## src/rtl/hub75_pkg.sv

```systemverilog
// Shared definitions for the HUB75 pixel path: writer FSM states,
// the packed {R,G,B} pixel type and the framing-error counter helper.
package hub75_pkg;

    typedef enum logic [1:0] {
        ST_IDLE  = 2'd0,
        ST_WRITE = 2'd1,
        ST_DROP  = 2'd2
    } writer_state_e;

    localparam int bpp_c           = 8;
    localparam int err_cnt_width_c = 8;

    typedef struct packed {
        logic [bpp_c-1:0] r;
        logic [bpp_c-1:0] g;
        logic [bpp_c-1:0] b;
    } pixel_t;

    // Next framing-error count: a clear wins over the old value, but an error
    // in the same cycle still counts as one; otherwise saturate at all-ones.
    function automatic logic [err_cnt_width_c-1:0] err_cnt_next(
        input logic [err_cnt_width_c-1:0] cnt,
        input logic                       err,
        input logic                       clr
    );
        logic [err_cnt_width_c-1:0] res;
        if (clr) begin
            res = err ? {{(err_cnt_width_c-1){1'b0}}, 1'b1} : {err_cnt_width_c{1'b0}};
        end else if (err && (cnt != {err_cnt_width_c{1'b1}})) begin
            res = cnt + {{(err_cnt_width_c-1){1'b0}}, 1'b1};
        end else begin
            res = cnt;
        end
        return res;
    endfunction

endpackage

```

## src/rtl/hub75_pixel_writer_if.sv

```systemverilog
// Raster-ordered pixel stream with valid/ready handshake and
// start-of-frame / end-of-line markers.
interface hub75_pixel_writer_if #(
    parameter int bpp_p = 8
);
    logic [3*bpp_p-1:0] i_pix_data;
    logic               i_pix_valid;
    logic               i_pix_sof;
    logic               i_pix_eol;
    logic               o_pix_ready;

    modport master (
        output i_pix_data, i_pix_valid, i_pix_sof, i_pix_eol,
        input  o_pix_ready
    );

    modport slave (
        input  i_pix_data, i_pix_valid, i_pix_sof, i_pix_eol,
        output o_pix_ready
    );
endinterface

```

## src/rtl/hub75_pixel_writer.sv

```systemverilog
// Feeds the HUB75 frame buffer from a raster pixel stream: tracks (x,y),
// emits one registered write per accepted in-frame beat, and drops beats of
// malformed frames until the next start-of-frame resynchronises the writer.
module hub75_pixel_writer
    import hub75_pkg::*;
#(
    parameter  int hpixel_p     = 64,
    parameter  int vpixel_p     = 64,
    parameter  int bpp_p        = 8,
    localparam int addr_width_p = ((hpixel_p * vpixel_p) > 1) ? $clog2(hpixel_p * vpixel_p) : 1
) (
    input  logic                       clk,
    input  logic                       rst,
    hub75_pixel_writer_if.slave        pix,
    input  logic                       i_stall,
    output logic [addr_width_p-1:0]    o_framebuf_wr_addr,
    output logic [3*bpp_p-1:0]         o_framebuf_wr_data,
    output logic                       o_framebuf_wr_en,
    output logic                       o_frame_done,
    output logic                       o_sync_err,
    output logic [err_cnt_width_c-1:0] o_err_count,
    input  logic                       i_err_clr
);

    localparam int x_w = (hpixel_p > 1) ? $clog2(hpixel_p) : 1;
    localparam int y_w = (vpixel_p > 1) ? $clog2(vpixel_p) : 1;
    localparam logic [x_w-1:0] x_last_c = x_w'(hpixel_p - 1);
    localparam logic [y_w-1:0] y_last_c = y_w'(vpixel_p - 1);

    writer_state_e            state_r, next_state_s;
    logic [x_w-1:0]           x_r, x_next_s, bx_s;
    logic [y_w-1:0]           y_r, y_next_s, by_s;
    logic                     accept_s, wr_s, done_s, err_s;
    logic [addr_width_p-1:0]  addr_s;

    // Ready depends only on stall and reset so upstream never waits on FSM state.
    assign pix.o_pix_ready = ~i_stall & ~rst;

    // Next-state, position update and write/error decode for the accepted beat.
    always_comb begin
        accept_s     = pix.i_pix_valid & pix.o_pix_ready;
        next_state_s = state_r;
        x_next_s     = x_r;
        y_next_s     = y_r;
        wr_s         = 1'b0;
        done_s       = 1'b0;
        err_s        = 1'b0;

        case (state_r)
            ST_WRITE: begin
                wr_s  = accept_s;
                err_s = accept_s & pix.i_pix_sof;
            end
            ST_IDLE, ST_DROP: begin
                wr_s = accept_s & pix.i_pix_sof;
            end
            default: begin
                next_state_s = ST_IDLE;
            end
        endcase

        // A start-of-frame beat always lands at the origin, whatever came before.
        if (pix.i_pix_sof) begin
            bx_s = {x_w{1'b0}};
            by_s = {y_w{1'b0}};
        end else begin
            bx_s = x_r;
            by_s = y_r;
        end

        addr_s = addr_width_p'(by_s) * addr_width_p'(hpixel_p) + addr_width_p'(bx_s);

        if (wr_s) begin
            if (bx_s == x_last_c) begin
                if (pix.i_pix_eol) begin
                    x_next_s = {x_w{1'b0}};
                    if (by_s == y_last_c) begin
                        done_s       = 1'b1;
                        y_next_s     = {y_w{1'b0}};
                        next_state_s = ST_IDLE;
                    end else begin
                        y_next_s     = y_w'(by_s + 1'b1);
                        next_state_s = ST_WRITE;
                    end
                end else begin
                    err_s        = 1'b1;
                    next_state_s = ST_DROP;
                end
            end else if (pix.i_pix_eol) begin
                err_s        = 1'b1;
                next_state_s = ST_DROP;
            end else begin
                x_next_s     = x_w'(bx_s + 1'b1);
                y_next_s     = by_s;
                next_state_s = ST_WRITE;
            end
        end else begin
            x_next_s = x_r;
        end
    end

    // FSM state and raster position registers.
    always_ff @(posedge clk or posedge rst) begin
        if (rst) begin
            state_r <= ST_IDLE;
            x_r     <= {x_w{1'b0}};
            y_r     <= {y_w{1'b0}};
        end else begin
            state_r <= next_state_s;
            x_r     <= x_next_s;
            y_r     <= y_next_s;
        end
    end

    // Registered frame-buffer write port and frame/error pulses.
    always_ff @(posedge clk or posedge rst) begin
        if (rst) begin
            o_framebuf_wr_en   <= 1'b0;
            o_framebuf_wr_addr <= {addr_width_p{1'b0}};
            o_framebuf_wr_data <= {(3*bpp_p){1'b0}};
            o_frame_done       <= 1'b0;
            o_sync_err         <= 1'b0;
        end else begin
            o_framebuf_wr_en <= wr_s;
            o_frame_done     <= done_s;
            o_sync_err       <= err_s;
            if (wr_s) begin
                o_framebuf_wr_addr <= addr_s;
                o_framebuf_wr_data <= pix.i_pix_data;
            end else begin
                o_framebuf_wr_addr <= o_framebuf_wr_addr;
                o_framebuf_wr_data <= o_framebuf_wr_data;
            end
        end
    end

    // Saturating framing-error counter with synchronous clear.
    always_ff @(posedge clk or posedge rst) begin
        if (rst) begin
            o_err_count <= {err_cnt_width_c{1'b0}};
        end else begin
            o_err_count <= err_cnt_next(o_err_count, err_s, i_err_clr);
        end
    end

endmodule
```

## src/flat_wrapper.sv

```systemverilog
// flat-port wrapper written by rule: the top's interface ports become plain ports
module hub75_pixel_writer_flat import hub75_pkg::*;
#(
    parameter  int hpixel_p     = 64,
    parameter  int vpixel_p     = 64,
    parameter  int bpp_p        = 8,
    localparam int addr_width_p = ((hpixel_p * vpixel_p) > 1) ? $clog2(hpixel_p * vpixel_p) : 1
)
  (clk, rst, i_stall, o_framebuf_wr_addr, o_framebuf_wr_data, o_framebuf_wr_en, o_frame_done, o_sync_err, o_err_count, i_err_clr, pix_i_pix_data, pix_i_pix_valid, pix_i_pix_sof, pix_i_pix_eol, pix_o_pix_ready);
  hub75_pixel_writer_if #(.bpp_p(bpp_p)) pix_i ();
  input  logic clk;
  input  logic rst;
  input  logic i_stall;
  output logic [addr_width_p-1:0] o_framebuf_wr_addr;
  output logic [3*bpp_p-1:0] o_framebuf_wr_data;
  output logic o_framebuf_wr_en;
  output logic o_frame_done;
  output logic o_sync_err;
  output logic [err_cnt_width_c-1:0] o_err_count;
  input  logic i_err_clr;
  input wire logic [$bits(pix_i.i_pix_data)-1:0] pix_i_pix_data;
  input wire logic [$bits(pix_i.i_pix_valid)-1:0] pix_i_pix_valid;
  input wire logic [$bits(pix_i.i_pix_sof)-1:0] pix_i_pix_sof;
  input wire logic [$bits(pix_i.i_pix_eol)-1:0] pix_i_pix_eol;
  output wire logic [$bits(pix_i.o_pix_ready)-1:0] pix_o_pix_ready;
  assign pix_i.i_pix_data = pix_i_pix_data;
  assign pix_i.i_pix_valid = pix_i_pix_valid;
  assign pix_i.i_pix_sof = pix_i_pix_sof;
  assign pix_i.i_pix_eol = pix_i_pix_eol;
  assign pix_o_pix_ready = pix_i.o_pix_ready;
  hub75_pixel_writer #(.hpixel_p(hpixel_p), .vpixel_p(vpixel_p), .bpp_p(bpp_p)) u_core (.clk(clk), .rst(rst), .pix(pix_i), .i_stall(i_stall), .o_framebuf_wr_addr(o_framebuf_wr_addr), .o_framebuf_wr_data(o_framebuf_wr_data), .o_framebuf_wr_en(o_framebuf_wr_en), .o_frame_done(o_frame_done), .o_sync_err(o_sync_err), .o_err_count(o_err_count), .i_err_clr(i_err_clr));
endmodule
```

## config.mk

```make
export PLATFORM = sky130hd
export DESIGN_NAME = hub75_pixel_writer_flat
export DESIGN_NICKNAME = d
export VERILOG_FILES = /design/src/rtl/hub75_pkg.sv /design/src/rtl/hub75_pixel_writer_if.sv /design/src/rtl/hub75_pixel_writer.sv /design/src/flat_wrapper.sv
export SDC_FILE = /design/constraint.sdc
export NUM_CORES = 1
export LEC_CHECK = 0
export BUFFER_PORTS_ARGS = -buffer_cell sky130_fd_sc_hd__buf_4
export CORE_ASPECT_RATIO = 1.25
export CORE_UTILIZATION = 40
export CTS_BUF_LIST = sky130_fd_sc_hd__clkbuf_4 sky130_fd_sc_hd__clkbuf_8
export DETAILED_ROUTE_END_ITERATION = 10
export PLACE_DENSITY = 0.68
export SKIP_CTS_REPAIR_TIMING = 1
export SYNTH_ARGS = -nofsm -noshare
export SYNTH_HDL_FRONTEND = slang
export SYNTH_SLANG_ARGS = --single-unit
```

## constraint.sdc

```tcl
create_clock -name clk -period 4.7 [get_ports clk]
set_input_delay 0.235 -clock clk [delete_from_list [all_inputs] [get_ports clk]]
set_output_delay 0.235 -clock clk [all_outputs]
set_load 0.05 [all_outputs]
```

==> results.toml, run 1 <==
[sta]
finClkSkew_ns = 0.008061
finalSetupViolations = 0
slew_headroom_pct = 50.79
rsz0062_at_grt = "false"
layout_setup_ws_ns = 2.173
fin_tns_setup_ns = 0
slew_viol_final = 0
max_freq_ghz = 0.3958
period_share_pct = 53.76
fin_crit_ns = 2.527
worstMarginPinSlew_ns = 0.7382
finalHoldViolCount = 0

[drt]
totalWireLength_mm = 6.478
drcViolationCount = 0
drt_iter0_markers = 112
vias = 2454
dr.pass1.iters = 4
vias_per_cell = 5.081
avgRoutedWirePerCell_um = 13.41
antenna_left = 0

[die]
die_area_um2 = 7421
die_h_um = 96.07
ios = 79
core_um2 = 6689
initial_core_util_pct = 42.33
core.rowCount = 33
chipWidth_um = 77.25

[global_route]
grt_use_met3_pct = 3.033
grt-busiest-layer = "met2"
overflow = 0
grt_max_degree = 62
use_met1_pct = 21.70
antenna_found_initial = 0
grt_pass1_wl_mm = 10.37
grt_use_met2_pct = 30.60
grt_pass1_vias = 2258
track_usage_pct = 17.98

[outcome]
status = "finished, final reports clean"

[logic_synthesis]
ys_seq_elements = 61
synth_top_family_by_area = "simple AND/OR/NAND/NOR gates"
ys_warn_count = 0
synthAdderAreaFrac_pct = 1.326
muxShareOfSynthArea_pct = 0.7070
ys_types = 46
synth-simple-area-share_pct = 29.61
synth_nets = 349
syn-instance-count = 315
yosysSeqAreaShare_pct = 53.91
synth-edff-count = 0
ys.flop_type = "dfrtp_1"
synth_area_um2 = 2831
syn_avg_cell_area_um2 = 8.989
async_flop_share_pct = 100.0
synth_compound_area_share_pct = 11.49
synth_xor_area_share_pct = 0

[worst_setup_path]
cp.arrival_ns = 2.80
path_buf_inv = 0
r2r_setup_slack_ns = 2.17
critPathRequiredTime_ns = 4.98
worstPathMaxFanout = 8
slowest_delay_ns = 0.55
crit_top_cell = "nand3_1"
slowest_stage = "or4_1"
crit_family = "simple AND/OR/NAND/NOR gates"
worstSetupEndpointType = "flip-flop"
reg2reg_from = "u_core.x_r[1]$_DFFE_PP0P_"
crit_path_cell_trace = "nor2b_1 -> ha_1 -> nand3_1 -> o21ai_0 -> nand3_1 -> or4_1 -> nand3_1"
startpoint_type = "flip-flop"
path_class = "flip-flop to flip-flop"
r2r-end = "u_core.y_r[4]$_DFFE_PP0P_"
rr_worst_depth = 7

[worst_hold_path]
worstHoldEndpoint = "u_core.o_framebuf_wr_data[8]$_DFFE_PP0P_"
min_path_cells = 3
hp-start = "pix_i_pix_data[8]"
hold_path_class = "input pin to flip-flop"

[place]
pre_cts_ws_ns = 2.137
gp_congestion = 0.8483
dp_hpwl_mm = 4.453
port_buffers = 78
place_inst = 467

[clock_tree]
htree_levels = 3
clk_latency_ns = 0.34
cts_buffers = 9
cts_root_buf = "clkbuf_8"
cts_buffer_depth = 2
cts_tree = "built"
path_clk_slew_ns = 0.07
cts.sinks = 61

[final_layout]
final_cells = 483
area_growth_pct = 30.18
drive_gt1_share_pct = 26.52
antenna_cells = 0
nNetsFinal = 425
utilization_pct = 55.11

[flow_run]
maxCapViolations = 0

[power]
p_leak_uw = 0.001834
ir_worst_vdd_mv = 0.2202
power_density_nw_per_um2 = 415.8
Yosys cell counts (2+ instances only):
library cell  count  area, um^2
nand2_1         108       405.4
ha_1              3       37.54
nand3_1          13       65.06
buf_1             3       11.26
a31oi_1           3       18.77
a211oi_1          3       22.52
nand4_1           3       18.77
inv_1             4       15.01
or2_2             2       12.51
nor4_1            3       18.77
or3_1             2       12.51
o21ai_0          17       85.08
mux2i_1           2       20.02
a21oi_1          11       55.05
o31ai_1           5       37.54
and4_1            2       17.52
clkbuf_1         11       41.29
a221oi_1          2       17.52
nand2b_1          9       56.30
nor2b_1           9       56.30
nor2_1           10       37.54
dfrtp_1          61        1526
or4_1             5       37.54
or2b_1            2       15.01
tightest hold or removal path, cell delays in order:
cell     delay, ns
buf_4         0.08
nand2_1       0.04
nand2_1       0.05
stage by stage:
stage / power (uW) / hold slack (ns) / instance area (um^2)
floorplan: 938.1 / 0.3404 / 2831
global placement: 1081 / 0.4244 / 3491
detailed placement: 1087 / 0.4314 / 3491
global route: 1602 / 0.08447 / 3686
finish: 1533 / 0.08101 / 3686
CTS: 1550 / 0.07396 / 3686
metal layers:
| metal | vias up | share of wire (%) |
|---|---|---|
| met4 | 0 | 2.6 |
| met2 | 66 | 50 |
| met5 | - | 0 |
| li1 | 1228 | - |
| met1 | 1146 | 43 |
| met3 | 14 | 4.3 |
final cells by class:
class	count	area [um^2]
clock buffers	11	145.1
well taps	87	108.9
flip-flops and latches	61	1526
fillers	624	3003
inverters	4	15.01
clock inverters	5	50.05
repair buffers	81	608.1
multi-input cells	234	1232
worst max-delay path by stage:
stage	from	endpoint	slack, ns	cells after the start
2_1_floorplan	pix_i_pix_sof	u_core.o_err_count[7]$_DFFE_PP0P_	2.28	10
3_3_place_gp	pix_i_pix_sof	u_core.y_r[4]$_DFFE_PP0P_	2.30	9
3_5_place_dp	pix_i_pix_sof	u_core.y_r[4]$_DFFE_PP0P_	2.14	9
4_1_cts	u_core.x_r[1]$_DFFE_PP0P_	u_core.y_r[4]$_DFFE_PP0P_	2.22	7
5_1_grt	u_core.x_r[1]$_DFFE_PP0P_	u_core.y_r[4]$_DFFE_PP0P_	1.93	7
6_report	u_core.x_r[1]$_DFFE_PP0P_	u_core.y_r[4]$_DFFE_PP0P_	2.17	7
registers in the layout (all words and copies together) (netlist names):
name,cells
u_core.o_framebuf_wr_data,24
u_core.o_framebuf_wr_addr,12
u_core.o_err_count,8
u_core.x_r,6
u_core.y_r,6
u_core.state_r,2
u_core.o_frame_done,1
u_core.o_framebuf_wr_en,1
u_core.o_sync_err,1
power breakdown:
group / switching, uW / internal, uW / total, uW
registers: 40.4 / 594 / 634
logic: 309 / 130 / 439
clock network: 198 / 261 / 459
total: 548 / 985 / 1530
cell families after synthesis:
| group | after synthesis |
|---|---|
| AOI/OAI and AO/OA | 52 |
| adders and majority gates | 3 |
| buffers and inverters | 20 |
| DFF | 61 |
| muxes | 2 |
| and+or+nand+nor | 177 |
layout by cell type (no fill, tap or decap), drive strengths merged, types with 4 or more instances in the layout:
| cell type | count |
|---|---|
| o21ai | 18 |
| or4 | 5 |
| nor2b | 9 |
| clkinv | 4 |
| dfrtp | 61 |
| o31ai | 5 |
| a21oi | 11 |
| nand2b | 9 |
| inv | 4 |
| nand3 | 13 |
| buf | 81 |
| nand2 | 108 |
| clkbuf | 11 |
| nor2 | 10 |
Note: power is estimated with default switching activity, not from simulation.
==> inputs of run 2 (changes only) <==
--- a/config.mk
+++ b/config.mk
@@ -10,7 +10,7 @@
 export CORE_UTILIZATION = 40
 export CTS_BUF_LIST = sky130_fd_sc_hd__clkbuf_4 sky130_fd_sc_hd__clkbuf_8
 export DETAILED_ROUTE_END_ITERATION = 10
-export PLACE_DENSITY = 0.68
+export PLACE_DENSITY = 0.7
 export SKIP_CTS_REPAIR_TIMING = 1
 export SYNTH_ARGS = -nofsm -noshare
 export SYNTH_HDL_FRONTEND = slang
==> constraint.sdc (replaced) <==
create_clock -name clk -period 2.3 [get_ports clk]
set_input_delay 0.115 -clock clk [delete_from_list [all_inputs] [get_ports clk]]
set_output_delay 0.115 -clock clk [all_outputs]
set_load 0.05 [all_outputs]
==> run 2 against run 1 <==
Against the previous run:
- the run now ends with hold timing left
- die area unchanged
- total power is 120% higher
- worst setup slack worse by 2.1 ns
- routed wire length up 12%
==> results.toml, run 2 (synthesis results as in run 1) <==
[global_route]
grt_max_degree = 35
track_usage_pct = 19.36
overflow = 0
grt_pass1_wl_mm = 10.95
grt_pass1_vias = 2367
antenna_found_initial = 0

[clock_tree]
cts_buffers = 9
cts_root_buf = "clkbuf_8"
clk_latency_ns = 0.33
cts_tree = "built"
path_clk_slew_ns = 0.07
cts_buffer_depth = 2
cts.sinks = 61
htree_levels = 3

[sta]
finalSetupViolations = 0
layout_setup_ws_ns = 0.1086
fin_tns_setup_ns = 0
slew_headroom_pct = 73.88
rsz0062_at_grt = "false"
finClkSkew_ns = 0.005754
fin_crit_ns = 2.191
finalHoldViolCount = 2
slew_viol_final = 0
worstMarginPinSlew_ns = 0.3912
max_freq_ghz = 0.4563
whs_ns = -0.01866
period_share_pct = 95.28

[worst_hold_path]
hp-start = "pix_i_pix_data[14]"
worstHoldEndpoint = "u_core.o_framebuf_wr_data[14]$_DFFE_PP0P_"
hold_path_class = "input pin to flip-flop"
min_path_cells = 3

[die]
chipWidth_um = 77.25
core.rowCount = 33
initial_core_util_pct = 42.33
die_area_um2 = 7421
die_h_um = 96.07
ios = 79
core_um2 = 6689

[worst_setup_path]
worstSetupEndpointType = "flip-flop"
startpoint_type = "flip-flop"
path_class = "flip-flop to flip-flop"
rr_worst_depth = 7
r2r-end = "u_core.o_err_count[5]$_DFFE_PP0P_"
worstPathMaxFanout = 13
cp.arrival_ns = 2.45
critPathRequiredTime_ns = 2.56
r2r_setup_slack_ns = 0.11
reg2reg_from = "u_core.x_r[1]$_DFFE_PP0P_"

[final_layout]
area_growth_pct = 41.89
largest_reg_flops = 24
nNetsFinal = 454
final_common_cell = "nand2_1"
final_cells = 511
max_flop_register = "u_core.o_framebuf_wr_data"
final_cell_mix = "nand2_1 (108), buf_4 (88), dfrtp_1 (61)"
drive_gt1_share_pct = 26.89
antenna_cells = 0
reg.largest.list = "u_core.o_framebuf_wr_data (24), u_core.o_framebuf_wr_addr (12), u_core.o_err_count (8)"

[power]
ir_worst_vdd_mv = 0.5366
p_leak_uw = 0.001965
power_density_nw_per_um2 = 829.6

[outcome]
status = "complete, but fails checks"
violations = "hold timing"

[drt]
vias_per_cell = 5.164
antenna_left = 0
drt_iter0_markers = 98
avgRoutedWirePerCell_um = 14.17
vias = 2639
totalWireLength_mm = 7.241
drcViolationCount = 0
dr.pass1.iters = 4

[place]
dp_hpwl_mm = 4.739
place_inst = 474
gp_congestion = 0.8795
pre_cts_ws_ns = 0.05222
port_buffers = 78

[flow_run]
maxCapViolations = 0
run 2: critical path, cell delays in order, from the launching register on:
cell	delay (ns)
dfrtp_1	0.38
nor2b_2	0.22
ha_4	0.17
nand3_1	0.12
or3_4	0.38
and3_4	0.20
or4_1	0.50
a21oi_1	0.15
run 2: how the worst max path moves through the flow:
stage	from	to	slack, ns
5_1_grt	u_core.x_r[0]$_DFFE_PP0P_	u_core.o_err_count[4]$_DFFE_PP0P_	0.01
2_1_floorplan	pix_i_pix_sof	u_core.o_err_count[7]$_DFFE_PP0P_	0.004
4_1_cts	u_core.x_r[1]$_DFFE_PP0P_	u_core.o_err_count[5]$_DFFE_PP0P_	0.04
3_3_place_gp	u_core.x_r[1]$_DFFE_PP0P_	u_core.o_err_count[3]$_DFFE_PP0P_	0.14
6_report	u_core.x_r[1]$_DFFE_PP0P_	u_core.o_err_count[5]$_DFFE_PP0P_	0.11
3_5_place_dp	u_core.x_r[1]$_DFFE_PP0P_	u_core.o_err_count[5]$_DFFE_PP0P_	0.05
run 2: power by group:
part / leakage [uW] / switching [uW] / internal (uW) / total (uW)
Sequential: 0.000804 / 86.6 / 1210 / 1300
Combinational: 0.00105 / 646 / 296 / 942
Clock: 0.000115 / 397 / 693 / 1090
Total: 0.00197 / 1130 / 2200 / 3330
run 2: per-layer routing:
metal	track usage [%]	up-vias	part of all wire (%)
li1	-	1281	-
met1	23.08	1263	41
met2	32.89	77	51
met3	3.128	18	4.3
met4	12.11	0	3.2
met5	0	-	0
run 2: per-stage QoR:
step / area, um^2 / utilization [%] / hold WS, ns / total power (uW)
detailed placement: 3543 / 52.97 / 0.1496 / 2227
floorplan: 2831 / - / 0.2204 / 1917
CTS: 3776 / 56.45 / -0.2132 / 3334
global route: 4018 / 60.06 / 0.001497 / 3488
global placement: 3543 / 52.97 / 0.1444 / 2213
finish: 4018 / 60.06 / -0.01866 / 3333
run 2: layout make-up:
class	count	area (um^2)
clock inverter	3	67.56
clock buffer	12	165.2
fill	602	2671
sequential	61	1526
multi-input combinational	234	1254
tap	87	108.9
inverter	4	15.01
timing repair buffer	110	880.8
==> inputs of run 3 (changes only) <==
--- a/config.mk
+++ b/config.mk
@@ -7,10 +7,9 @@
 export LEC_CHECK = 0
 export BUFFER_PORTS_ARGS = -buffer_cell sky130_fd_sc_hd__buf_4
 export CORE_ASPECT_RATIO = 1.25
-export CORE_UTILIZATION = 40
-export CTS_BUF_LIST = sky130_fd_sc_hd__clkbuf_4 sky130_fd_sc_hd__clkbuf_8
+export CORE_UTILIZATION = 47
 export DETAILED_ROUTE_END_ITERATION = 10
-export PLACE_DENSITY = 0.7
+export PLACE_DENSITY = 0.8
 export SKIP_CTS_REPAIR_TIMING = 1
 export SYNTH_ARGS = -nofsm -noshare
 export SYNTH_HDL_FRONTEND = slang
==> run 3 against run 2 <==
Against the previous run:
- the flow still finishes with violations (hold timing)
- clock skew increased by 0.0010 ns
- combinational power up 0.7%
- core utilization is 7.4 points higher
- clock power shrank 24%
- global-route usage increased by 2.2 points
- first-iteration DRC count grew 150%
- via count down 0.23%
- total power down 7.6%
- cell area down 2.3%
- critical path type unchanged
==> results.toml, run 3 (synthesis results as in run 1) <==
[outcome]
status = "complete, but fails checks"
violations = "hold timing"

[worst_setup_path]
worstPathMaxFanout = 13
startpoint = "u_core.x_r[0]$_DFFE_PP0P_"
worstSetupEndpointType = "flip-flop"
critPathRequiredTime_ns = 2.57
cp.arrival_ns = 2.47
path_class = "flip-flop to flip-flop"
r2r-end = "u_core.o_err_count[4]$_DFFE_PP0P_"
r2r_setup_slack_ns = 0.1
rr_worst_depth = 8
reg2reg_from = "u_core.x_r[0]$_DFFE_PP0P_"
startpoint_type = "flip-flop"

[global_route]
grt_pass1_vias = 2267
antenna_found_initial = 0
track_usage_pct = 21.53
overflow = 0
grt_pass1_wl_mm = 10.43
grt_max_degree = 62

[final_layout]
area_growth_pct = 38.58
final_cell_mix = "nand2_1 (108), buf_4 (87), dfrtp_1 (61)"
drive_gt1_share_pct = 26.42
largest_reg_flops = 24
max_flop_register = "u_core.o_framebuf_wr_data"
final_cells = 490
nNetsFinal = 453
final_common_cell = "nand2_1"
antenna_cells = 0
multi_input_area_um2 = 1257
seqCellArea_um2 = 1526
design_area_um2 = 3924
reg.largest.list = "u_core.o_framebuf_wr_data (24), u_core.o_framebuf_wr_addr (12), u_core.o_err_count (8)"
n_fill_cell = 460

[sta]
finClkSkew_ns = 0.006786
slew_headroom_pct = 49.60
finalSetupViolations = 0
fin_crit_ns = 2.204
whs_ns = -0.02670
slew_viol_final = 0
max_freq_ghz = 0.4537
period_share_pct = 95.84
worstMarginPinSlew_ns = 0.7560
finalHoldViolCount = 2

[power]
power_density_nw_per_um2 = 784.5
pwr-share-seq_pct = 42.2
swShare_pct = 37.43
ir_worst_vdd_mv = 0.3698
pwr-share-clk_pct = 27.0
p_sw_uw = 1152
power.share.combinational_pct = 30.8
p_leak_uw = 0.001936
p_int_uw = 1926
p_total_uw = 3078

[drt]
totalWireLength_mm = 7.098
drcViolationCount = 0
dr.pass1.iters = 4
drt_iter0_markers = 244
vias_per_cell = 5.373
avgRoutedWirePerCell_um = 14.49
antenna_left = 0
vias = 2633

[clock_tree]
cts_tree = "built"
cts_buffers = 9
clk_latency_ns = 0.34
cts_buffer_depth = 2
cts.sinks = 61
path_clk_slew_ns = 0.07
htree_levels = 3
cts_root_buf = "clkbuf_8"

[worst_hold_path]
min_path_cells = 3
worstHoldEndpoint = "u_core.o_framebuf_wr_data[17]$_DFFE_PP0P_"
hold_path_class = "input pin to flip-flop"
hp-start = "pix_i_pix_data[17]"

[die]
core.rowCount = 31
initial_core_util_pct = 48.67
chipWidth_um = 71.42
die_h_um = 88.78
ios = 79
die_area_um2 = 6341
core_um2 = 5818

[place]
dpl_cell_area_um2 = 3510
dp_hpwl_mm = 4.571
port_buffers = 78
place_inst = 452
gp_congestion = 0.9220

[flow_run]
maxCapViolations = 0
==> run 3: final cells by class <==
cell class | count | share of cell area (%)
clock inverters | 4 | 0.6059
repair buffers | 109 | 22.26
flip-flops and latches | 61 | 38.90
inverters | 4 | 0.3827
well taps | 66 | 2.105
clock buffers | 12 | 3.699
multi-input cells | 234 | 32.05
==> run 3: routing by layer <==
metal  track usage (%)  vias up  wire, um
li1                  -     1283         -
met1             26.20     1256      2995
met2             35.93       77      3616
met3             3.645       17       276
met4             13.27        0       210
met5                 0        -         0
==> run 3: per-stage QoR <==
stage / setup WS [ns] / utilization, % / TNS, ns
detailed placement: -0.01050 / 60.32 / -0.01578
CTS: -0.03385 / 63.23 / -0.07028
floorplan: 0.004359 / - / 0
finish: 0.09579 / 67.44 / 0
global route: -0.002738 / 67.44 / -0.002738
global placement: 0.07910 / 60.32 / 0
==> run 3: how the worst max path moves through the flow <==
stage	endpoint	slack, ns	cells after the start
4_1_cts	u_core.o_err_count[4]$_DFFE_PP0P_	-0.03	7
3_5_place_dp	u_core.o_err_count[4]$_DFFE_PP0P_	-0.01	7
5_1_grt	u_core.o_err_count[4]$_DFFE_PP0P_	-0.003	8
2_1_floorplan	u_core.o_err_count[7]$_DFFE_PP0P_	0.004	10
3_3_place_gp	u_core.o_err_count[4]$_DFFE_PP0P_	0.08	7
6_report	u_core.o_err_count[4]$_DFFE_PP0P_	0.1	8
==> run 3: critical path, cell delays in order, from the launching register on <==
cell	delay, ns
dfrtp_1	0.39
nand2b_1	0.10
inv_1	0.11
ha_4	0.17
nand3_2	0.12
or3_4	0.37
and3_4	0.20
or4_1	0.51
a21oi_1	0.15
==> run 3: power by group through the flow <==
stage                     combinational (uW)  sequential [uW]  clock [uW]
after detailed placement                 913             1310           0
final                                    949             1300         830
after global routing                    1010             1310         908
after floorplan                          181             1740           0
after CTS                                916             1300         844
after global placement                   900             1310           0
